--- src/rtl/alu_issue_stage.sv ---
// ALU operand-issue stage: operand select, writeback forwarding,
// illegal-opcode screening and a one-entry output register.
module alu_issue_stage #(
  parameter int IMM_W = 16,
  parameter int CNT_W = 16
) (
  input  logic             clock,
  input  logic             resetN,
  input  logic             inValid,
  output logic             inReady,
  input  logic [4:0]       inOpCode,
  input  logic [4:0]       rsAddr,
  input  logic [4:0]       rtAddr,
  input  logic [31:0]      rsData,
  input  logic [31:0]      rtData,
  input  logic [IMM_W-1:0] imm,
  input  logic [4:0]       rdAddr,
  input  logic             wbValid,
  input  logic [4:0]       wbAddr,
  input  logic [31:0]      wbData,
  input  logic             flush,
  output logic             outValid,
  input  logic             outReady,
  output logic [4:0]       opCode,
  output logic [31:0]      dataA,
  output logic [31:0]      dataB,
  output logic [4:0]       outRdAddr,
  output logic             illegalOp,
  output logic [CNT_W-1:0] issuedCount
);

  localparam logic [4:0] OP_NOT  = 5'b01111;
  localparam logic [4:0] OP_ANDI = 5'b01100;
  localparam logic [4:0] OP_ORI  = 5'b01110;

  logic             valid_q, valid_d;
  logic [4:0]       op_q, op_d;
  logic [31:0]      a_q, a_d;
  logic [31:0]      b_q, b_d;
  logic [4:0]       rd_q, rd_d;
  logic             ill_q, ill_d;
  logic [CNT_W-1:0] cnt_q, cnt_d;

  logic        accept;
  logic        is_illegal;
  logic        is_imm;
  logic        is_zext;
  logic [31:0] rs_val;
  logic [31:0] rt_val;
  logic [31:0] imm_ext;
  logic [31:0] b_sel;

  assign inReady = !valid_q || outReady;
  assign accept  = inValid && inReady;

  // Decode opcode class, forward operands and pick dataB
  always_comb begin
    is_illegal = inOpCode > 5'd19;
    is_imm     = 1'b0;
    is_zext    = 1'b0;
    case (inOpCode)
      5'b00001, 5'b00011, 5'b00101,
      5'b00111, 5'b01010, 5'b10011: is_imm = 1'b1;
      OP_ANDI, OP_ORI: begin
        is_imm  = 1'b1;
        is_zext = 1'b1;
      end
      default: is_imm = 1'b0;
    endcase

    if (rsAddr == 5'd0)
      rs_val = '0;
    else if (wbValid && wbAddr == rsAddr)
      rs_val = wbData;
    else
      rs_val = rsData;

    if (rtAddr == 5'd0)
      rt_val = '0;
    else if (wbValid && wbAddr == rtAddr)
      rt_val = wbData;
    else
      rt_val = rtData;

    if (is_zext)
      imm_ext = {{(32-IMM_W){1'b0}}, imm};
    else
      imm_ext = {{(32-IMM_W){imm[IMM_W-1]}}, imm};

    if (inOpCode == OP_NOT)
      b_sel = '0;
    else if (is_imm)
      b_sel = imm_ext;
    else
      b_sel = rt_val;
  end

  // Next-state: flush beats load, load beats pop; count real issues
  always_comb begin
    valid_d = valid_q;
    op_d    = op_q;
    a_d     = a_q;
    b_d     = b_q;
    rd_d    = rd_q;
    cnt_d   = cnt_q;
    ill_d   = accept && is_illegal;

    if (valid_q && outReady && !flush && cnt_q != '1)
      cnt_d = cnt_q + CNT_W'(1);

    if (flush) begin
      valid_d = 1'b0;
    end else if (accept && !is_illegal) begin
      valid_d = 1'b1;
      op_d    = inOpCode;
      a_d     = rs_val;
      b_d     = b_sel;
      rd_d    = rdAddr;
    end else if (outReady) begin
      valid_d = 1'b0;
    end
  end

  // Output register bank with asynchronous clear
  always_ff @(posedge clock or negedge resetN) begin
    if (!resetN) begin
      valid_q <= 1'b0;
      op_q    <= '0;
      a_q     <= '0;
      b_q     <= '0;
      rd_q    <= '0;
      ill_q   <= 1'b0;
      cnt_q   <= '0;
    end else begin
      valid_q <= valid_d;
      op_q    <= op_d;
      a_q     <= a_d;
      b_q     <= b_d;
      rd_q    <= rd_d;
      ill_q   <= ill_d;
      cnt_q   <= cnt_d;
    end
  end

  assign outValid    = valid_q;
  assign opCode      = op_q;
  assign dataA       = a_q;
  assign dataB       = b_q;
  assign outRdAddr   = rd_q;
  assign illegalOp   = ill_q;
  assign issuedCount = cnt_q;

endmodule

--- config.mk ---
export PLATFORM = sky130hd
export DESIGN_NAME = alu_issue_stage
export DESIGN_NICKNAME = d
export VERILOG_FILES = /design/src/rtl/alu_issue_stage.sv
export SDC_FILE = /design/constraint.sdc
export NUM_CORES = 1
export LEC_CHECK = 0
export BUFFER_PORTS_ARGS = -buffer_cell sky130_fd_sc_hd__buf_4
export CORE_MARGIN = 8
export CORE_UTILIZATION = 30
export DETAILED_ROUTE_END_ITERATION = 10
export GPL_ROUTABILITY_DRIVEN = 0
export SKIP_LAST_GASP = 1
export SYNTH_ARGS = -nofsm -noshare
export SYNTH_HDL_FRONTEND = slang
export SYNTH_SLANG_ARGS = --single-unit
--- constraint.sdc ---
create_clock -name clock -period 1.7 [get_ports clock]
set_clock_uncertainty 0.1 [all_clocks]
set_input_delay 0.51 -clock clock [delete_from_list [all_inputs] [get_ports clock]]
set_output_delay 0.51 -clock clock [all_outputs]
set_load 0.02 [all_outputs]
==> results of run 1 <==
cells in the final DEF, fill, tap and decap left out, types with 6 or more instances in the layout:
| cell type | n |
|---|---|
| mux2i_2 | 12 |
| o22ai_1 | 6 |
| nor2_1 | 18 |
| mux2i_1 | 46 |
| clkbuf_16 | 12 |
| nand3_1 | 12 |
| o22ai_2 | 10 |
| a21oi_1 | 17 |
| xnor2_1 | 13 |
| mux2i_4 | 7 |
| o21ai_1 | 30 |
| dfrtp_1 | 87 |
| buf_12 | 9 |
| buf_4 | 271 |
| nand2_1 | 85 |
| o211ai_1 | 16 |
| buf_6 | 15 |
| xor2_1 | 10 |
kinds of logic (layout without fill, tap and decap cells):
| group | after synthesis | count (layout) |
|---|---|---|
| mux | 67 | 67 |
| buf+inv | 27 | 318 |
| compound gates | 89 | 89 |
| fa+ha+maj | 1 | 1 |
| flops | 92 | 92 |
| xor+xnor | 24 | 24 |
| simple gates | 141 | 141 |
critical path, cell delays in order:
cell and delay, ns:
buf_4 0.12, xor2_1 0.15, nor4_2 0.32, and3_4 0.31, buf_12 0.18, mux2i_2 0.27
o22ai_2 0.12
state kept, by name, indices dropped and copies added, names as in the netlist:
name	count
illegalOp	1
issuedCount	16
dataB	32
opCode	5
outRdAddr	5
outValid	1
dataA	32
how the worst max path moves through the flow:
stage                      startpoint        end  cells after the start
after floorplan           inOpCode[2]  dataB[10]                      7
after global placement    inOpCode[3]   dataB[0]                      6
after detailed placement  inOpCode[3]   dataB[4]                      6
after global routing        wbAddr[0]   dataA[2]                      8
after CTS                   wbAddr[0]   dataB[3]                      7
final                       rtAddr[1]  dataB[10]                      7
metal layers:
layer | global-route usage (%) | vias up | part of all wire [%]
met5 | 0 | - | 0
met4 | 7.626 | 0 | 2.4
met3 | 3.890 | 25 | 5.2
met2 | 30.76 | 143 | 52
met1 | 19.93 | 2177 | 40
li1 | - | 2127 | -
area by class of cell:
cell class                      count  area, µm²
Sequential cell                    92       2308
Fill cell                        1365       7204
Inverter                            1      3.754
Clock buffer                       11      252.7
Multi-Input combinational cell    322       2361
Timing Repair Buffer              302       2539
Clock inverter                      4      72.57
Tap cell                          188      235.2
timing repair:
action                     CTS  global route
hold buffers                 0             1
pin swaps                   10            17
setup endpoints to repair   66            80
buffers inserted             5             2
hold endpoints to repair     0             1
cloned                       4             3
resized for setup           40            40
where the power goes:
part	switching [mW]	internal (mW)
Clock	0.847	1.36
Combinational	1.28	1.14
Sequential	0.238	2.58
Total	2.36	5.08
==> out/qor.txt, run 1 <==
Synth Flop Type -> dfrtp_1
Max VDD drop -> 0.0005981 V
r2r endpoint -> dataB[16]
unrepaired setup endpoints after global routing -> yes
Synthesized Nets -> 585
Final Instance Count excl. Fillers -> 920
pre-CTS worst setup slack -> -0.5951 ns
flop2flop setup slack -> -0.09 ns
clock buffers created by TritonCTS -> 9
Tcrit/Tclk final -> 109.6%
Pleak -> 3.643 nW
DR WL/cell -> 19.18 µm
gr ovfl total -> 0
Slew headroom -> 72.89%
critical path type -> input pin to register
core region area -> 0.01498 mm²
Final setup violation count -> 57
DR vias/cell -> 4.861
residual DRC count -> 0
Setup TNS Final -> -5.713 ns
dpl cells -> 892
asr flop ratio synth -> 100.0%
final net count -> 872
mux share of post-synthesis cell area -> 14.86%
Hold Path Class -> input pin to register
htree depth -> 3
synth top area cells -> dfrtp_1, mux2i_1, nand2_1, o21ai_0, o22ai_2
Clock Tree Root -> clkbuf_16
post-DP HPWL -> 13300 µm
register area share after synthesis -> 50.83%
WHS Endpoint -> outRdAddr[2]
Overall Power -> 7.441 mW
share of post-route cells with drive strength above 1 -> 50.96%
syn_area_per_cell -> 10.27 µm²
Post-DP Area -> 0.006913 mm²
number of synthesized register bits -> 92
Max Cap Viol -> 0
Synth Warn # -> 0
Die X -> 138.9 µm
post-synthesis compound-gate area fraction -> 13.18%
worst path arrival time -> 1.98 ns
post-route ant nets -> 0
starting density of the core -> 30.24%
largest net degree at the start of global routing -> 33
IO Pins -> 236
post-synth top area share -> 50.83%
vias in the first global route -> 4921
CP Capture Type -> register
CP startpoint kind -> input pin
CTS max path bufs -> 2
worst hold slack -> 0.2629 ns
Worst-Margin Slew -> 0.4067 ns
final core utilization -> 51.90%
number of library cell types mapped by synthesis -> 36
top post-synthesis cells by count -> dfrtp_1, nand2_1, mux2i_1
cell area after layout -> 0.007772 mm²
failing checks -> setup timing
clk_lat worst skew -> 0.34 ns
first-pass GRT wire length -> 26790 µm
Clock Sinks -> 92
Cells after Synth -> 441
reg2reg start -> outValid
CP max FO -> 11
Die Y -> 138.9 µm
reg2reg path depth -> 6
status -> finished, violations left
Hold Crit Depth -> 3
die outline area -> 0.01929 mm²
main combinational cell family by area after synthesis -> multiplexers
WL final -> 17640 µm
port bufs -> 235
DRT iter0 DRCs -> 194
CTS tree -> built
Pins Over Slew Limit -> 0
Yosys top cell by area -> dfrtp_1
clock-pin slew on the worst setup and hold paths -> 0.07 ns
antenna violations before repair -> 0
fmax -> 0.5365 GHz
Tmin final -> 1.864 ns
top-count cell post-synth -> dfrtp_1
Min-Delay Startpoint -> rdAddr[2]
n_diodes -> 0
area delta synth->final -> 71.60%
Post-synth EDFFs -> 0
Final Hold Viols -> 0
GRT Util Overall -> 17.45%
power density over the cells -> 957.4 mW/mm²
Detailed Routing Iterations Pass 1 -> 4
area share of and/or/nand/nor cells after synthesis -> 13.62%
Cell Area, Synth -> 0.004529 mm²
Synth Area in Adders -> 0.2762%
Crit path required time -> 1.82 ns
worst setup margin -> -0.1640 ns
row cnt -> 45
Vias -> 4472
XOR/XNOR Fraction of Synth Area -> 4.641%
No activity file was read; power rests on OpenSTA's default activity.
==> run 2: changes to the inputs <==
Settings changed: PLACE_DENSITY_LB_ADDON set to 0.15.
==> out/qor.txt, run 2 (synthesis results as in run 1) <==
status -> finished, violations left (unchanged)
failing checks -> setup timing (unchanged)
crit-path cells -> buf_4 > xor2_1 > nor4_2 > and3_4 > clkbuf_16 > mux2i_1 > o211ai_1 (was buf_4 > xor2_1 > nor4_2 > and3_4 > buf_12 > mux2i_2 > o22ai_2)
CP max FO -> 7 (was 11)
clock-pin slew on the worst setup and hold paths -> 0.07 ns (about the same)
pre-CTS worst setup slack -> -0.5996 ns (was -0.5951 ns)
most frequent cells in the layout -> buf_4, dfrtp_1, nand2_1 (unchanged)
largest net degree at the start of global routing -> 60 (was 33)
slowest cell on the critical path -> and3_4 (was nor4_2)
Max Cap Viol -> 0 (unchanged)
Clock Tree Root -> clkbuf_16 (unchanged)
fmax -> 0.5484 GHz (was 0.5365 GHz)
Vias -> 4364 (was 4472)
htree depth -> 3 (unchanged)
Pleak -> 3.630 nW (was 3.643 nW)
antenna violations before repair -> 0 (unchanged)
Final setup violation count -> 59 (was 57)
unrepaired setup endpoints after global routing -> yes (unchanged)
Die X -> 138.9 µm (unchanged)
n_diodes -> 0 (unchanged)
Worst-Margin Slew -> 0.3282 ns (was 0.4067 ns)
DRT iter0 DRCs -> 175 (was 194)
DR vias/cell -> 4.749 (was 4.861)
GRT Util Overall -> 17.27% (was 17.45%)
Die Y -> 138.9 µm (unchanged)
Tcrit/Tclk final -> 107.3% (was 109.6%)
gr ovfl total -> 0 (unchanged)
CP startpoint kind -> input pin (unchanged)
Fill cells -> 1364 (was 1365)
Final Hold Viols -> 0 (unchanged)
leading cell type in the layout, fill and taps excluded -> buf_4 (unchanged)
share of post-route cells with drive strength above 1 -> 50.75% (was 50.96%)
worst path arrival time -> 1.94 ns (was 1.98 ns)
CTS tree -> built (unchanged)
residual DRC count -> 0 (unchanged)
row cnt -> 45 (unchanged)
critical path type -> input pin to register (unchanged)
IO Pins -> 236 (unchanged)
starting density of the core -> 30.24% (unchanged)
Slew headroom -> 77.95% (was 72.89%)
die outline area -> 0.01929 mm² (unchanged)
post-route ant nets -> 0 (unchanged)
Max VDD drop -> 0.0004122 V (was 0.0005981 V)
core region area -> 0.01498 mm² (unchanged)
clock buffers created by TritonCTS -> 9 (unchanged)
CP max stage delay -> 0.35 ns (was 0.32 ns)
final net count -> 870 (was 872)
Tmin final -> 1.823 ns (was 1.864 ns)
first-pass GRT wire length -> 26470 µm (was 26790 µm)
area delta synth->final -> 71.99% (was 71.60%)
DR WL/cell -> 18.86 µm (was 19.18 µm)
vias in the first global route -> 4793 (was 4921)
power density over the cells -> 935.2 mW/mm² (was 957.4 mW/mm²)
worst hold slack -> 0.2604 ns (was 0.2629 ns)
CP top delay family -> simple AND/OR/NAND/NOR gates (unchanged)
Crit path required time -> 1.81 ns (was 1.82 ns)
CTS max path bufs -> 2 (unchanged)
CP Capture Type -> register (unchanged)
port bufs -> 235 (unchanged)
WL final -> 17330 µm (was 17640 µm)
Clock Sinks -> 92 (unchanged)
Detailed Routing Iterations Pass 1 -> 4 (unchanged)
worst setup margin -> -0.1234 ns (was -0.1640 ns)
clk_lat worst skew -> 0.34 ns (about the same)
Hold Path Class -> input pin to register (unchanged)
post-DP HPWL -> 13010 µm (was 13300 µm)
flop2flop setup slack -> -0.09 ns (about the same)
Pins Over Slew Limit -> 0 (unchanged)
CP bufs+invs -> 2 (unchanged)
-- run 2: layer usage --
layer,up-vias,wire length [µm],track usage [%]
li1,2122,-,-
met1,2098,6989,19.92
met2,128,8936,30.32
met3,16,1137,5.026
met4,0,271,5.257
met5,-,0,0
-- run 2: worst paths after layout --
path                              startpoint              to  cells after the start
worst max-delay path               wbAddr[3]       dataB[29]                      7
worst min-delay path               rdAddr[3]    outRdAddr[3]                      3
max in group asynchronous             resetN  issuedCount[7]                      3
min in group asynchronous             resetN       dataB[11]                      2
worst max register to register      outValid        dataB[1]                      5
worst min register to register  outRdAddr[3]    outRdAddr[3]                      2
-- run 2: worst reg2reg max path, stage by stage (launching register included) --
cell      delay, ns
dfrtp_1        0.39
nand2b_2       0.08
nand4b_1       0.19
or4_4          0.61
buf_12         0.18
o22ai_1        0.16
-- run 2: final cells by class --
class                      instances  area [µm²]  area share [%]
sequential                        92        2308           29.63
timing repair buffer             300        2541           32.62
tap                              188       235.2           3.020
multi-input combinational        322        2397           30.77
clock inverter                     4       47.55          0.6103
clock buffer                      12       256.5           3.293
inverter                           1       3.754         0.04819
-- run 2: repair_timing --
item,in CTS,in global routing
hold buffers,1,0
pin swaps,7,24
gates cloned,2,5
gates resized for setup,28,48
endpoints found under the setup margin,55,75
endpoints found under the hold margin,19,0
setup buffers,4,4
-- run 2: metrics by stage --
step           power, mW  util (%)  setup TNS, ns  instances  cell area [µm²]
2_1_floorplan      3.879         -         -12.76        441             4643
4_1_cts            7.325     49.57         -2.480        912             7423
5_1_grt            7.695     52.01         -9.057        919             7790
3_5_place_dp       5.186     46.17         -33.68        889             6915
3_3_place_gp       5.144     46.17         -31.25        889             6915
6_report           7.285     52.01         -3.887        919             7790
-- run 2: power by group --
| group | internal [mW] | switching, mW |
|---|---|---|
| clock | 1.22 | 0.840 |
| sequential | 2.58 | 0.229 |
| combinational | 1.15 | 1.27 |
| total | 4.95 | 2.34 |
==> run 3: changes to the inputs <==
Settings changed: SETUP_SLACK_MARGIN set to 0.3.
==> out/qor.txt, run 3 (synthesis results as in run 1) <==
largest net degree at the start of global routing -> 93 (was 60)
dpl cells -> 885 (was 889)
leading cell type in the layout, fill and taps excluded -> buf_4 (unchanged)
CTS max path bufs -> 2 (unchanged)
DR vias/cell -> 4.817 (was 4.749)
Slew headroom -> 63.65% (was 77.95%)
cell area after layout -> 0.008811 mm² (was 0.007790 mm²)
Pleak -> 4.056 nW (was 3.630 nW)
pre-CTS worst setup slack -> -0.5489 ns (was -0.5996 ns)
net switching power -> 2.553 mW (was 2.338 mW)
Tcrit/Tclk final -> 110.3% (was 107.3%)
Final Instance Count excl. Fillers -> 977 (was 919)
area delta synth->final -> 94.53% (was 71.99%)
Die X -> 138.9 µm (unchanged)
DR WL/cell -> 18.89 µm (was 18.86 µm)
CP max FO -> 6 (was 7)
Multi-input gate area -> 0.002537 mm² (was 0.002397 mm²)
clock-pin slew on the worst setup and hold paths -> 0.06 ns (was 0.07 ns)
Int Power -> 5.401 mW (was 4.947 mW)
failing checks -> setup timing (unchanged)
IO Pins -> 236 (unchanged)
htree depth -> 3 (unchanged)
Fill cells -> 1286 (was 1364)
fmax -> 0.5333 GHz (was 0.5484 GHz)
port bufs -> 235 (unchanged)
Post-DP Area -> 0.006967 mm² (was 0.006915 mm²)
clock power share -> 25.4% (was 28.2%)
row cnt -> 45 (unchanged)
CTS tree -> built (unchanged)
first-pass GRT wire length -> 27680 µm (was 26470 µm)
Worst-Margin Slew -> 0.5453 ns (was 0.3282 ns)
share of post-route cells with drive strength above 1 -> 57.92% (was 50.75%)
status -> finished, violations left (unchanged)
DRT iter0 DRCs -> 194 (was 175)
Max Cap Viol -> 0 (unchanged)
FF/Latch Area -> 0.002315 mm² (was 0.002308 mm²)
Final setup violation count -> 65 (was 59)
final net count -> 928 (was 870)
starting density of the core -> 30.24% (unchanged)
residual DRC count -> 0 (unchanged)
Die Y -> 138.9 µm (unchanged)
worst setup margin -> -0.1750 ns (was -0.1234 ns)
vias in the first global route -> 4975 (was 4793)
post-route ant nets -> 0 (unchanged)
most frequent cells in the layout -> buf_4, buf_6, nand2_1 (was buf_4, dfrtp_1, nand2_1)
antenna violations before repair -> 0 (unchanged)
gr ovfl total -> 0 (unchanged)
clk_lat worst skew -> 0.35 ns (was 0.34 ns)
Pins Over Slew Limit -> 0 (unchanged)
die outline area -> 0.01929 mm² (unchanged)
Tmin final -> 1.875 ns (was 1.823 ns)
post-DP HPWL -> 12970 µm (was 13010 µm)
critical path type -> input pin to register (unchanged)
Final Hold Viols -> 0 (unchanged)
unrepaired setup endpoints after global routing -> yes (unchanged)
n_diodes -> 0 (unchanged)
Comb pwr share -> 38.2% (was 33.3%)
Clock Tree Root -> clkbuf_16 (unchanged)
core region area -> 0.01498 mm² (unchanged)
Max VDD drop -> 0.0005746 V (was 0.0004122 V)
GRT Util Overall -> 18.14% (was 17.27%)
WL final -> 18460 µm (was 17330 µm)
CP Capture Type -> register (unchanged)
power density over the cells -> 902.7 mW/mm² (was 935.2 mW/mm²)
Hold Path Class -> input pin to asynchronous set/reset pin (was input pin to register)
Clock Sinks -> 92 (unchanged)
Overall Power -> 7.954 mW (was 7.285 mW)
worst path arrival time -> 2.00 ns (was 1.94 ns)
clock buffers created by TritonCTS -> 9 (unchanged)
sequential share of power -> 36.4% (was 38.5%)
Detailed Routing Iterations Pass 1 -> 4 (unchanged)
Crit path required time -> 1.82 ns (was 1.81 ns)
CTS hold repair buffers -> 0 (was 1)
Sw Ratio -> 32.10% (about the same)
Vias -> 4706 (was 4364)
CP startpoint kind -> input pin (unchanged)
## run 3: cell count changes in the layout (fill, tap and decap cells not counted), moves of 6 or more
cell | previous run | this run
nand3_2 | 0 | 9
buf_6 | 13 | 118
mux2i_1 | 48 | 42
nand3_1 | 12 | 2
buf_4 | 269 | 218
## run 3: metrics by stage
step | hold slack [ns] | utilization, % | TNS, ns
6_report | 0.08976 | 58.83 | -6.882
5_1_grt | 0.1479 | 58.83 | -10.46
4_1_cts | 0.1291 | 54.91 | -4.379
3_5_place_dp | 0.3642 | 46.52 | -32.51
3_3_place_gp | 0.3598 | 46.52 | -30.79
2_1_floorplan | 0.1144 | - | -12.76
## run 3: power groups by stage
stage / Combinational [mW] / Sequential, mW / Clock, mW
floorplan: 0.587 / 3.33 / 0
global placement: 2.30 / 2.86 / 0
detailed placement: 2.33 / 2.87 / 0
CTS: 2.80 / 2.90 / 2.09
global route: 3.24 / 2.94 / 2.17
finish: 3.04 / 2.90 / 2.02
## run 3: per-layer routing
layer  vias up  wire length [µm]  GRT usage [%]
met5         -                 0              0
met2       181              9277          30.66
met1      2263              7402          20.98
met3        20              1405          6.747
met4         0               372          5.604
li1       2242                 -              -
## run 3: final cells by class
class,count,share of cell area (%)
repair buffers,358,38.88
multi-input cells,322,28.80
flip-flops and latches,92,26.27
well taps,188,2.670
clock buffers,10,2.599
clock inverters,6,0.7384
inverters,1,0.04260
## run 3: repair_timing
item                                    in CTS  in global routing
cloned                                       2                  5
gates resized for setup                    147                 53
buffers inserted                            40                 29
endpoints found under the setup margin     183                183
pin swaps                                   33                 28
## run 3: critical path: stages
cell and delay (ns):
buf_6 0.10, buf_6 0.10, xor2_2 0.14, nor4_2 0.26
and3_4 0.36, buf_12 0.17, mux2i_1 0.24, o21ai_1 0.10
## run 3: path summary, 6_finish.rpt
check / from / endpoint / slack, ns / cells after the start
worst max-delay path: wbAddr[0] / dataA[30] / -0.17 / 8
worst min-delay path: resetN / dataA[21] / 0.09 / 2
worst max register to register: outValid / dataB[22] / -0.10 / 6
worst min register to register: opCode[4] / opCode[4] / 0.40 / 2
max in group asynchronous: resetN / issuedCount[7] / 0.94 / 2
min in group clock: rdAddr[4] / outRdAddr[4] / 0.25 / 3
